**src/rtl/half_scale_if.sv**
```systemverilog
// Bundle between half_scale_ctrl, its NTT-controller start handshake, the coefficient RAM and modular_half.
// The master modport is the sequencer side; the slave modport is the environment side.
interface half_scale_if #(
   parameter int DATA_W = 24,
   parameter int ADDR_W = 8,
   parameter int CNT_W  = 4
);
   logic              start;
   logic              KD_mode;
   logic [CNT_W-1:0]  shift_cnt;
   logic              busy;
   logic              done;
   logic              rd_en;
   logic [ADDR_W-1:0] rd_addr;
   logic [DATA_W-1:0] rd_data;
   logic [DATA_W-1:0] half_x;
   logic              half_mode;
   logic [DATA_W-1:0] half_y;
   logic              wr_en;
   logic [ADDR_W-1:0] wr_addr;
   logic [DATA_W-1:0] wr_data;

   modport master (
      input  start, KD_mode, shift_cnt, rd_data, half_y,
      output busy, done, rd_en, rd_addr, half_x, half_mode, wr_en, wr_addr, wr_data
   );

   modport slave (
      output start, KD_mode, shift_cnt, rd_data, half_y,
      input  busy, done, rd_en, rd_addr, half_x, half_mode, wr_en, wr_addr, wr_data
   );
endinterface

```
**src/rtl/half_scale_ctrl.sv**
```systemverilog
// Sequencer that halves every word of a polynomial s times mod q through one shared modular_half.
// Optional macro HALF_SCALE_PERF_EN adds a perf_cycles output counting busy cycles of the last job.
module half_scale_ctrl #(
   parameter int DATA_W    = 24,
   parameter int ADDR_W    = 8,
   parameter int N_WORDS_K = 128,
   parameter int N_WORDS_D = 256,
   parameter int CNT_W     = 4
) (
   input  logic          clk,
   input  logic          rst,
   half_scale_if.master  bus
`ifdef HALF_SCALE_PERF_EN
   ,
   output logic [31:0]   perf_cycles
`endif
);

   typedef enum logic [2:0] {
      S_IDLE,
      S_READ,
      S_WAIT,
      S_HALVE,
      S_WRITE,
      S_DONE
   } state_t;

   localparam logic [ADDR_W-1:0] LAST_K = ADDR_W'(N_WORDS_K - 1);
   localparam logic [ADDR_W-1:0] LAST_D = ADDR_W'(N_WORDS_D - 1);

   state_t            state_q, state_d;
   logic              mode_q, mode_d;
   logic [CNT_W-1:0]  s_q, s_d;
   logic [CNT_W-1:0]  iter_q, iter_d;
   logic [ADDR_W-1:0] addr_q, addr_d;
   logic [ADDR_W-1:0] rd_addr_q, rd_addr_d;
   logic [ADDR_W-1:0] wr_addr_q, wr_addr_d;
   logic [DATA_W-1:0] acc_q, acc_d;
   logic [DATA_W-1:0] wr_data_q, wr_data_d;
   logic              busy_q, busy_d;
   logic              done_q, done_d;
   logic              rd_en_q, rd_en_d;
   logic              wr_en_q, wr_en_d;
   logic [ADDR_W-1:0] last_addr;
`ifdef HALF_SCALE_PERF_EN
   logic [31:0]       perf_q, perf_d;
`endif

   // Word count is fixed by the mode latched at start, so KD_mode changes mid-job are harmless.
   assign last_addr = mode_q ? LAST_D : LAST_K;

   always_comb begin
      state_d = state_q;
      mode_d  = mode_q;
      s_d     = s_q;
      iter_d  = iter_q;
      addr_d  = addr_q;
      acc_d   = acc_q;

      case (state_q)
         S_IDLE: begin
            if (bus.start) begin
               mode_d  = bus.KD_mode;
               s_d     = bus.shift_cnt;
               addr_d  = '0;
               state_d = S_READ;
            end
         end
         S_READ: begin
            state_d = S_WAIT;
         end
         S_WAIT: begin
            acc_d   = bus.rd_data;
            iter_d  = '0;
            state_d = (s_q != '0) ? S_HALVE : S_WRITE;
         end
         S_HALVE: begin
            acc_d  = bus.half_y;
            iter_d = iter_q + 1'b1;
            if (iter_q == s_q - 1'b1) begin
               state_d = S_WRITE;
            end
         end
         S_WRITE: begin
            if (addr_q == last_addr) begin
               state_d = S_DONE;
            end else begin
               addr_d  = addr_q + 1'b1;
               state_d = S_READ;
            end
         end
         S_DONE: begin
            state_d = S_IDLE;
         end
         default: begin
            state_d = S_IDLE;
         end
      endcase
   end

   // Outputs are registered by decoding the next state, so strobes line up with the state they belong to.
   always_comb begin
      busy_d    = (state_d != S_IDLE);
      done_d    = (state_d == S_DONE);
      rd_en_d   = (state_d == S_READ);
      wr_en_d   = (state_d == S_WRITE);
      rd_addr_d = (state_d == S_READ)  ? addr_d : rd_addr_q;
      wr_addr_d = (state_d == S_WRITE) ? addr_d : wr_addr_q;
      wr_data_d = (state_d == S_WRITE) ? acc_d  : wr_data_q;
   end

`ifdef HALF_SCALE_PERF_EN
   always_comb begin
      perf_d = perf_q;
      if (state_q == S_IDLE && bus.start) begin
         perf_d = '0;
      end else if (busy_q) begin
         perf_d = perf_q + 32'd1;
      end
   end
`endif

   always_ff @(posedge clk) begin
      if (rst) begin
         state_q   <= S_IDLE;
         mode_q    <= 1'b0;
         s_q       <= '0;
         iter_q    <= '0;
         addr_q    <= '0;
         acc_q     <= '0;
         busy_q    <= 1'b0;
         done_q    <= 1'b0;
         rd_en_q   <= 1'b0;
         wr_en_q   <= 1'b0;
         rd_addr_q <= '0;
         wr_addr_q <= '0;
         wr_data_q <= '0;
`ifdef HALF_SCALE_PERF_EN
         perf_q    <= '0;
`endif
      end else begin
         state_q   <= state_d;
         mode_q    <= mode_d;
         s_q       <= s_d;
         iter_q    <= iter_d;
         addr_q    <= addr_d;
         acc_q     <= acc_d;
         busy_q    <= busy_d;
         done_q    <= done_d;
         rd_en_q   <= rd_en_d;
         wr_en_q   <= wr_en_d;
         rd_addr_q <= rd_addr_d;
         wr_addr_q <= wr_addr_d;
         wr_data_q <= wr_data_d;
`ifdef HALF_SCALE_PERF_EN
         perf_q    <= perf_d;
`endif
      end
   end

   assign bus.busy      = busy_q;
   assign bus.done      = done_q;
   assign bus.rd_en     = rd_en_q;
   assign bus.rd_addr   = rd_addr_q;
   assign bus.wr_en     = wr_en_q;
   assign bus.wr_addr   = wr_addr_q;
   assign bus.wr_data   = wr_data_q;
   assign bus.half_x    = acc_q;
   assign bus.half_mode = mode_q;
`ifdef HALF_SCALE_PERF_EN
   assign perf_cycles   = perf_q;
`endif

endmodule

```
**src/flat_wrapper.sv**
```systemverilog
// flat-port wrapper written by rule: the top's interface ports become plain ports
module half_scale_ctrl_flat 
#(
   parameter int DATA_W    = 24,
   parameter int ADDR_W    = 8,
   parameter int N_WORDS_K = 128,
   parameter int N_WORDS_D = 256,
   parameter int CNT_W     = 4
)
  (clk, rst, bus_start, bus_KD_mode, bus_shift_cnt, bus_rd_data, bus_half_y, bus_busy, bus_done, bus_rd_en, bus_rd_addr, bus_half_x, bus_half_mode, bus_wr_en, bus_wr_addr, bus_wr_data);
  half_scale_if #(.DATA_W(DATA_W), .ADDR_W(ADDR_W), .CNT_W(CNT_W)) bus_i ();
  input  logic clk;
  input  logic rst;
  input wire logic [$bits(bus_i.start)-1:0] bus_start;
  input wire logic [$bits(bus_i.KD_mode)-1:0] bus_KD_mode;
  input wire logic [$bits(bus_i.shift_cnt)-1:0] bus_shift_cnt;
  input wire logic [$bits(bus_i.rd_data)-1:0] bus_rd_data;
  input wire logic [$bits(bus_i.half_y)-1:0] bus_half_y;
  output wire logic [$bits(bus_i.busy)-1:0] bus_busy;
  output wire logic [$bits(bus_i.done)-1:0] bus_done;
  output wire logic [$bits(bus_i.rd_en)-1:0] bus_rd_en;
  output wire logic [$bits(bus_i.rd_addr)-1:0] bus_rd_addr;
  output wire logic [$bits(bus_i.half_x)-1:0] bus_half_x;
  output wire logic [$bits(bus_i.half_mode)-1:0] bus_half_mode;
  output wire logic [$bits(bus_i.wr_en)-1:0] bus_wr_en;
  output wire logic [$bits(bus_i.wr_addr)-1:0] bus_wr_addr;
  output wire logic [$bits(bus_i.wr_data)-1:0] bus_wr_data;
  assign bus_i.start = bus_start;
  assign bus_i.KD_mode = bus_KD_mode;
  assign bus_i.shift_cnt = bus_shift_cnt;
  assign bus_i.rd_data = bus_rd_data;
  assign bus_i.half_y = bus_half_y;
  assign bus_busy = bus_i.busy;
  assign bus_done = bus_i.done;
  assign bus_rd_en = bus_i.rd_en;
  assign bus_rd_addr = bus_i.rd_addr;
  assign bus_half_x = bus_i.half_x;
  assign bus_half_mode = bus_i.half_mode;
  assign bus_wr_en = bus_i.wr_en;
  assign bus_wr_addr = bus_i.wr_addr;
  assign bus_wr_data = bus_i.wr_data;
  half_scale_ctrl #(.DATA_W(DATA_W), .ADDR_W(ADDR_W), .N_WORDS_K(N_WORDS_K), .N_WORDS_D(N_WORDS_D), .CNT_W(CNT_W)) u_core (.clk(clk), .rst(rst), .bus(bus_i));
endmodule
```
**config.mk**
```make
export PLATFORM = sky130hd
export DESIGN_NAME = half_scale_ctrl_flat
export DESIGN_NICKNAME = d
export VERILOG_FILES = /design/src/rtl/half_scale_if.sv /design/src/rtl/half_scale_ctrl.sv /design/src/flat_wrapper.sv
export SDC_FILE = /design/constraint.sdc
export NUM_CORES = 1
export LEC_CHECK = 0
export CAP_MARGIN = 20
export CORE_MARGIN = 5
export CORE_UTILIZATION = 42
export DETAILED_ROUTE_END_ITERATION = 16
export PLACE_DENSITY_LB_ADDON = 0.1
export SYNTH_ARGS = -nofsm -noshare
export SYNTH_HDL_FRONTEND = slang
export SYNTH_SLANG_ARGS = --single-unit
export TNS_END_PERCENT = 20
```
**constraint.sdc**
```tcl
create_clock -name clk -period 2.2 [get_ports clk]
set_input_delay 0.33 -clock clk [delete_from_list [all_inputs] [get_ports clk]]
set_output_delay 0.33 -clock clk [all_outputs]
set_load 0.005 [all_outputs]
```
Word level (Yosys, flattened, before mapping)
Index checks and enable logic that the tools add are counted.
Widths: inputs -> output; s select.
- multiply operators: 0
- div/mod/pow operators: 0
- muxes and demuxes: 11
- shift operators: 0
- add/subtract/negate cells: 3
- bitwise gates (word level): 0
- eq/ne operators: 9
- $lt $le $gt $ge: 0
- reductions and logical operators: 5
- operators with widths (operator ; number):
    $pmux 24 s2 ; 1
    $mux 8 ; 3
    $pmux 8 s2 ; 1
    $pmux 3 s5 ; 1
    $mux 3 ; 4
    $eq 3x3->1 const B ; 3
    $add 8x1->8 const B ; 1
    $eq 8x8->1 ; 1
    $pmux 4 s2 ; 1
    $eq 3x1->1 const B ; 2
    $eq 3x2->1 const B ; 2
    $add 4x1->4 const B ; 1
    $eq 4x4->1 ; 1
    $reduce_bool 4->1 ; 1
    $sub 4x1->4 const B ; 1
    $logic_not 3->1 ; 1
    $reduce_bool 3->1 ; 1
    $reduce_and 2->1 ; 1
    $reduce_bool 2->1 ; 1
- memories kept: 0
- ROM bits: 0
- latch bits: 0
- memory bits (writable): 0
- output and inout bits: 69
- flip-flop bits (word level): 88

Logic depth before layout (Yosys ltp)
Gate-level depths: netlist of the first run.
- depth in word-level cells: 5
- gate-level depth with buffers: 8
- gate-level depth less buffers: 7

Worst setup path before layout of the first run
OpenSTA, ideal clock, no wires.
- path type: reg2reg
- from: reg u_core.addr_q[0]
- to: reg u_core.wr_addr_q[0], in the netlist u_core.bus.wr_addr[0]
- period minus slack after synthesis: 2.215 ns
- cell stages (with the launch flop): 9
- setup slack: -0.015 ns
- data arrival time: 2.093 ns
- library setup time: 0.121 ns
- required time: 2.079 ns
- cells stage by stage: dfxtp_1 -> ha_1 -> nand4_1 -> or3_1 -> buf_2 -> o21ai_4 -> nand4_4 -> buf_6 -> mux2_4
- cells in the longest elaborated chain, start to end: 4
- RTL lines (element ; RTL line ; RTL):
    start: declaration ; half_scale_ctrl.sv:35 ; logic [ADDR_W-1:0] addr_q, addr_d;
    start signal: assignment ; half_scale_ctrl.sv:146 ; addr_q <= addr_d;
    parallel branches: the longest is 4 deep, another holds $add 8x1->8 ; -- ;
    end signal: assignment ; half_scale_ctrl.sv:153 ; wr_addr_q <= wr_addr_d;
    end: declaration ; half_scale_ctrl.sv:37 ; logic [ADDR_W-1:0] wr_addr_q, wr_addr_d;
Parallel ways; which one is timed is not known.
A chain may end at the register's enable or synchronous reset.

Final worst setup path of the first run
- from: reg u_core.addr_q[1]
- to: reg u_core.wr_data_q[6], in the netlist u_core.bus.wr_data[6]
- cells in the longest elaborated chain, start to end: 4
- RTL lines (element ; RTL line ; RTL):
    $eq 8x8->1 ; half_scale_ctrl.sv:85 ; if (addr_q == last_addr) begin
    $mux 3 ; half_scale_ctrl.sv:85 ;
    $pmux 3 s5 ; half_scale_ctrl.sv:60 ; case (state_q)
    $eq 3x3->1 ; half_scale_ctrl.sv:109 ; wr_data_d = (state_d == S_WRITE) ? acc_d : wr_data_q;
    end signal: assignment ; half_scale_ctrl.sv:154 ; wr_data_q <= wr_data_d;
    end: declaration ; half_scale_ctrl.sv:39 ; logic [DATA_W-1:0] wr_data_q, wr_data_d;
Every way passes these cells.

==> out/results.txt, run 1 <==
CTS tree -> done
Leak Pwr -> 2.214 nW
initial antenna violation count -> 0
Die H -> 106.9 microns
# DRC -> 0
DP HPWL -> 7.464 mm
total internal power -> 0.002979 W
chip width -> 106.9 microns
Worst EP arrival -> 2350 ps
number of antenna diodes -> 0
highest-count cells in the layout ignoring fill and taps -> 123 x clkdlybuf4s50_1, 85 x dfxtp_1, 47 x nor2_1
root buffer cell -> clkbuf_8
clock slew at reported path FFs -> 90 ps
Core Region -> 9196 sq um
Critical Path End Type -> register
Antenna Nets Post-Route -> 0
Register Area -> 1765 sq um
part of the cycle the worst path needs -> 95.68%
die area -> 11,420 sq um
crit path from -> u_core.addr_q[1]
footprint of the multi-input gates -> 2058 sq um
Logic pwr share -> 21.2%
r2r setup slk -> 90 ps
sw frac -> 25.55%
Routability Congestion -> 0.8395
commonest non-fill, non-tap cell in the layout -> clkdlybuf4s50_1
min Tclk post-route -> 2105 ps
Cell variety after synth -> 44
Setup TNS Final -> 0 ps
First-pass DRT Iterations -> 4
PnR Total Power -> 0.004001 W
reg2reg start -> u_core.addr_q[1]
CTS sink count -> 88
register area share after synthesis -> 44.71%
Initial Util -> 42.84%
I/O pin cnt -> 125
Hold Buf Count CTS -> 0
power per cell area -> 694.1 nW/um^2
Fillers -> 779
vias in the first global route -> 3,278
Slew @ Worst Pin -> 420.2 ps
Layout Skew -> 10.01 ps
clock network power share -> 35.1%
global-route wire length before repair -> 16.55 mm
Area Growth Syn to Fin -> 46.30%
Slew HR -> 71.82%
run status -> finished clean
CP startpoint kind -> register
Nets -> 596
net switching power -> 0.001022 W
Max Buffers Root-to-Sink -> 2
wire per inst -> 16.05 microns
Synth Instances -> 396
drt first-iter violations -> 119
Setup Crit Path Kind -> register to register
VDD IR max -> 352.8 uV
vias per std cell -> 5.138
placed insts -> 632
YS warnings -> 0
hold path startpoint -> rst
worst-path maximum fanout -> 8
max cap viols -> 0
total number of vias -> 3,350
Clk Latency, worst-skew pair -> 350 ps
Buffers on Ports -> 124
Fin. Hold Viols -> 0
Avg Cell Area, Syn -> 9.950 sq um
Hold WC Path Type -> input port to register
layout cells sized above 1 -> 16.82%
final instance area -> 5764 sq um
final slew viol count -> 0
Max Freq -> 475.1 MHz
largest net degree at the start of global routing -> 52
Reg power frac -> 43.7%
post-synth net total -> 456
Synth Register Bits -> 88
GRT Total Usage -> 17.95%
Data required, critical path -> 2450 ps
Cell Rows -> 35
Setup-failing EPs final -> 0
total CTS buffers -> 9
gr ovfl total -> 0
DP Area -> 5425 sq um
Finished Layout Cells -> 652
Routed WL -> 10.46 mm
cell area after synthesis -> 3940 sq um
CTS H-tree depth -> 3
## stage by stage
| stage | setup WS, ps | hold slack (ps) | utilization [%] |
|---|---|---|---|
| after floorplan | 2.623 | 452.7 | - |
| after detailed placement | 52.46 | 464.1 | 58.99 |
| after global placement | 108.9 | 454.6 | 58.99 |
| after global routing | -8.047 | 466.9 | 62.68 |
| final | 94.96 | 451.0 | 62.68 |
| after CTS | 24.50 | 429.2 | 61.76 |
## per-layer routing
metal	track usage [%]	share of wire [%]	wire length, microns
met1	23.62	46	4775
met2	28.73	46	4829
met3	4.515	6.9	721
met4	6.027	1.3	137
met5	0	0	0
## final cells by class
type	instances	share of cell area [%]
Timing Repair Buffer	155	26.59
Clock buffer	12	2.692
Inverter	4	0.2605
Tap cell	111	2.409
Multi-Input combinational cell	278	35.71
Clock inverter	4	1.715
Sequential cell	88	30.63
## critical path, cell delays in order, from the launching register on
cell and delay [ps]:
dfxtp_2 360, ha_2 180, nand4_1 140, or3_4 390
o21ai_4 190, nand4_4 190, clkbuf_16 240, mux2_4 290
## logic make-up after synthesis
kind of cell	synth area share (%)
AO/OA/AOI/OAI	12.92
XOR/XNOR	1.778
adder cells (fa/ha/maj)	1.270
buffers and inverters	3.652
flip-flops	44.71
multiplexers	17.69
AND/OR/NAND/NOR	17.97
## timing repair
item / CTS / global route
hold endpoints to repair: 0 / 0
endpoints found under the setup margin: 0 / 29
resized for setup: 0 / 4
setup buffers: 0 / 1
## cells in the mapped netlist (all sizes together)
| library cell | instances | area (sq um) |
|---|---|---|
| nor2 | 47 | 176.4 |
| nor3 | 7 | 40.04 |
| o31ai | 1 | 12.51 |
| nor4 | 2 | 12.51 |
| a21oi | 18 | 90.09 |
| inv | 4 | 15.01 |
| nand4 | 2 | 27.53 |
| a32o | 1 | 10.01 |
| and3 | 2 | 12.51 |
| o21ai | 4 | 31.28 |
| nand3b | 1 | 7.510 |
| xor2 | 3 | 26.28 |
| or2 | 1 | 6.260 |
| nand2 | 26 | 97.59 |
| a311o | 1 | 10.01 |
| mux2i | 25 | 250.2 |
| a41oi | 3 | 26.28 |
| a2bb2oi | 1 | 8.760 |
| o211ai | 2 | 15.01 |
| and3b | 1 | 8.760 |
| or3b | 3 | 26.28 |
| nand2b | 1 | 6.260 |
| dfxtp | 88 | 1762 |
| nor3b | 3 | 22.52 |
| or3 | 1 | 6.260 |
| a31oi | 4 | 25.02 |
| nand3 | 8 | 40.04 |
| mux2 | 30 | 446.7 |
| nor2b | 31 | 193.9 |
| a311oi | 2 | 17.52 |
| xnor2 | 5 | 43.79 |
| and4 | 2 | 17.52 |
| a211oi | 35 | 262.8 |
| and2 | 1 | 6.260 |
| clkbuf | 12 | 45.04 |
| buf | 14 | 83.83 |
| ha | 4 | 50.05 |
## final timing paths
path | to | cells after the start
setup reg to reg | u_core.bus.wr_data[6] | 7
setup / recovery | u_core.bus.wr_data[6] | 7
hold / removal | u_core.bus.half_x[22] | 2
hold reg to reg | u_core.bus.rd_addr[6] | 2
## registers in the layout (all words and copies together) (netlist names)
register              cells
u_core.bus.half_x        24
u_core.bus.wr_data       24
u_core.addr_q             8
u_core.bus.rd_addr        8
u_core.bus.wr_addr        8
u_core.iter_q             4
u_core.s_q                4
u_core.state_q            3
u_core.bus.busy           1
u_core.bus.done           1
u_core.bus.half_mode      1
u_core.bus.rd_en          1
u_core.bus.wr_en          1
## power groups by stage
| stage | combinational, W | sequential [W] | clock (W) |
|---|---|---|---|
| 2_1_floorplan | 0.000415 | 0.00179 | 0 |
| 3_3_place_gp | 0.000820 | 0.00178 | 0 |
| 3_5_place_dp | 0.000827 | 0.00179 | 0 |
| 4_1_cts | 0.000834 | 0.00175 | 0.00143 |
| 5_1_grt | 0.000925 | 0.00176 | 0.00151 |
| 6_report | 0.000849 | 0.00175 | 0.00140 |
(Power assumes the default switching activity.)
==> run 2: changes to the inputs <==
--- a/config.mk
+++ b/config.mk
@@ -5,10 +5,12 @@
 export SDC_FILE = /design/constraint.sdc
 export NUM_CORES = 1
 export LEC_CHECK = 0
+export ABC_AREA = 1
 export CAP_MARGIN = 20
 export CORE_MARGIN = 5
-export CORE_UTILIZATION = 42
+export CORE_UTILIZATION = 41
 export DETAILED_ROUTE_END_ITERATION = 16
+export GPL_ROUTABILITY_DRIVEN = 0
 export PLACE_DENSITY_LB_ADDON = 0.1
 export SYNTH_ARGS = -nofsm -noshare
 export SYNTH_HDL_FRONTEND = slang
==> run 2 against run 1 <==
Largest power group unchanged. Largest cell class is now registers. Worst setup slack better by 150 ps. First-iteration DRC count grew 88%. Hold slack better by 24 ps. Routed wire length is 4.8% higher. Critical endpoint is now u_core.bus.wr_data[12]. Highest routed layer unchanged.
==> out/results.txt, run 2 <==
Worst EP arrival -> 2240 ps (-110 ps)
run status -> finished clean
YS warnings -> 0 (unchanged)
asr flop ratio synth -> 0% (unchanged)
VDD IR max -> 369.6 uV (+4.8%)
Post-synth EDFFs -> 0 (unchanged)
Cell Rows -> 35 (unchanged)
Area Growth Syn to Fin -> 41.37%
r2r setup slk -> 250 ps (+150 ps)
commonest non-fill, non-tap cell in the layout -> clkdlybuf4s50_1
GRT Total Usage -> 19.72% (+1.8 points)
Antenna Nets Post-Route -> 0 (unchanged)
Clk Latency, worst-skew pair -> 350 ps (about the same)
WHS Path Cells -> 2 (unchanged)
Die H -> 106.1 microns (-0.74%)
min Tclk post-route -> 1955 ps (-150.4 ps)
Synth Register Bits -> 88 (unchanged)
Setup-failing EPs final -> 0 (unchanged)
root buffer cell -> clkbuf_8
Data required, critical path -> 2490 ps (+40 ps)
CP delay by family, top -> simple AND/OR/NAND/NOR gates
Hold Path Sink -> u_core.bus.rd_addr[0]
commonest cells in the netlist -> 116 x nor2_1, 92 x nand2_1, 88 x dfxtp_1, 46 x nand3_1, 37 x inv_1
Leak Pwr -> 2.195 nW (-0.87%)
drt first-iter violations -> 224 (+88%)
placed insts -> 744 (+18%)
part of the cycle the worst path needs -> 88.85% (-6.8 points)
FF-to-FF path depth -> 12 (+5)
Nets -> 704 (+18%)
Synth Instances -> 520 (+31%)
die area -> 11,250 sq um (-1.5%)
top cell type's share of synthesized area -> 46.56% (+1.8 points)
highest-count cells in the layout ignoring fill and taps -> 124 x clkdlybuf4s50_1, 116 x nor2_1, 91 x nand2_1
First-pass DRT Iterations -> 5 (+1)
chip width -> 106.1 microns (-0.74%)
power per cell area -> 735.6 nW/um^2 (+6.0%)
Critical Path End Type -> register
total CTS buffers -> 9 (unchanged)
initial antenna violation count -> 0 (unchanged)
final worst slack -> 245.4 ps (+150.4 ps)
CP Buf/Inv Count -> 2 (+1)
number of antenna diodes -> 0 (unchanged)
top post-synthesis cells by area -> dfxtp_1 47%, nor2_1 12%, nand2_1 9.1%, nand3_1 6.1%, a21oi_1 4.4%
Hold Buf Count CTS -> 0 (unchanged)
Routed WL -> 10.96 mm (+4.8%)
vias in the first global route -> 3,832 (+17%)
Fin. Hold Viols -> 0 (unchanged)
FF-to-FF End -> u_core.bus.wr_data[12]
vias per std cell -> 5.029 (-2.1%)
reg2reg start -> u_core.s_q[0]
I/O pin cnt -> 125 (unchanged)
Avg Cell Area, Syn -> 7.276 sq um (-27%)
Core Region -> 9109 sq um (-0.95%)
register area share after synthesis -> 46.56% (+1.8 points)
wire per inst -> 14.43 microns (-10%)
Main synth FF type -> dfxtp_1
largest net degree at the start of global routing -> 31 (-40%)
Initial Util -> 41.54% (-1.3 points)
Slew HR -> 69.97% (-1.8 points)
hold path startpoint -> u_core.bus.rd_addr[0]
layout cells sized above 1 -> 7.396% (-9.4 points)
worst-path maximum fanout -> 19 (+11)
max incr delay on CP -> 340 ps (-50 ps)
clock slew at reported path FFs -> 90 ps (about the same)
global-route wire length before repair -> 18.02 mm (+8.9%)
cells along the critical path -> inv_1, ha_1, xor2_1, nand2_1, nor2_1, nand2_1, nand2_1, nand2_2, nor2_4, buf_6, nor2_1, nor2_1
Max Buffers Root-to-Sink -> 2 (unchanged)
count leader, synth -> nor2_1
Finished Layout Cells -> 760 (+17%)
Hold WC Path Type -> register to register
cell area after synthesis -> 3784 sq um (-4.0%)
total number of vias -> 3,822 (+14%)
CTS sink count -> 88 (unchanged)
CTS H-tree depth -> 3 (unchanged)
gr ovfl total -> 0 (unchanged)
DP Worst Slack -> 194.6 ps (+142.1 ps)
DP Area -> 5160 sq um (-4.9%)
final instance area -> 5349 sq um (-7.2%)
Slew @ Worst Pin -> 445.8 ps (+25.56 ps)
Core Util, Final -> 58.72% (-4.0 points)
# DRC -> 0 (unchanged)
max cap viols -> 0 (unchanged)
Synth area leader -> dfxtp_1
final slew viol count -> 0 (unchanged)
Layout Skew -> 13.10 ps (+3.090 ps)
Max Freq -> 511.6 MHz (+7.7%)
Buffers on Ports -> 124 (unchanged)
final hold slack -> 475.0 ps (+23.98 ps)
post-synth net total -> 580 (+27%)
CTS tree -> done
CP startpoint kind -> register
Cell variety after synth -> 27 (-39%)
DP HPWL -> 8.016 mm (+7.4%)
slowest CP cell -> dfxtp_1
Setup Crit Path Kind -> register to register
==> run 2: changes by cell type in the layout (fill, tap and decap cells not counted), moves of 16 or more <==
cell      change
inv_1        +32
a211oi_1     -33
nor2b_1      -30
mux2i_1      -25
buf_4        -16
nand2_1      +65
mux2_4       -29
nand3_1      +38
nor2_1       +69
a22o_1       +18
==> run 2: worst reg2reg max path: cells and delay by family, from the launching register on <==
family	cells	cell delay, ps
simple gates	8	830
flops	1	340
fa+ha+maj	1	310
buf+inv	2	300
xor+xnor	1	140
==> run 2: where the power goes <==
group | total (W) | switching [W] | internal, W | leakage, nW
Sequential | 0.00182 | 0.0000847 | 0.00174 | 0.714
Combinational | 0.00112 | 0.000559 | 0.000558 | 1.41
Clock | 0.000997 | 0.000585 | 0.000413 | 0.0749
Total | 0.00393 | 0.00123 | 0.00271 | 2.19
==> run 2: cells by family (layout without fill, tap and decap cells) <==
group / after synthesis / in the layout / synth area share [%]
xor+xnor: 1 / 1 / 0.2315
simple gates: 273 / 273 / 30.29
compound gates: 85 / 85 / 14.02
flops: 88 / 88 / 46.56
fa+ha+maj: 4 / 4 / 1.323
buf+inv: 69 / 198 / 7.573
==> run 2: cell type report <==
| cell class | count | area [sq um] |
|---|---|---|
| clock inverter | 6 | 43.79 |
| tap | 111 | 138.9 |
| sequential | 88 | 1762 |
| timing repair buffer | 138 | 1374 |
| clock buffer | 10 | 127.6 |
| multi-input combinational | 363 | 1738 |
| inverter | 44 | 165.2 |
| fill | 899 | 3760 |
==> run 2: what timing repair did <==
action	CTS	global route
endpoints found under the setup margin	0	26
endpoints found under the hold margin	0	0
buffers inserted	0	0
resized for setup	0	6
==> run 2: routing by layer <==
metal  track usage [%]  share of wire (%)  up-vias
met3             5.525                6.6       17
met4             6.013                1.9        0
met5                 0                  0        -
li1                  -                  -     1928
met1             25.25                 45     1763
met2             32.33                 47      114
==> run 2: metrics by stage <==
step | setup TNS, ps | power, W
floorplan | 0 | 0.002429
global placement | 0 | 0.002942
detailed placement | 0 | 0.002958
CTS | 0 | 0.003954
global route | -29.38 | 0.004196
finish | 0 | 0.003934
==> run 2: how the worst max path moves through the flow <==
stage,startpoint,endpoint,slack (ps),cells after the start
2_1_floorplan,u_core.s_q[0],u_core.bus.wr_addr[4],410,13
3_3_place_gp,u_core.s_q[0],u_core.bus.wr_data[22],250,13
3_5_place_dp,u_core.s_q[0],u_core.bus.wr_data[13],190,13
4_1_cts,u_core.s_q[0],u_core.bus.wr_data[21],170,13
5_1_grt,u_core.s_q[0],u_core.bus.wr_data[22],-20,13
6_report,u_core.s_q[0],u_core.bus.wr_data[12],250,12
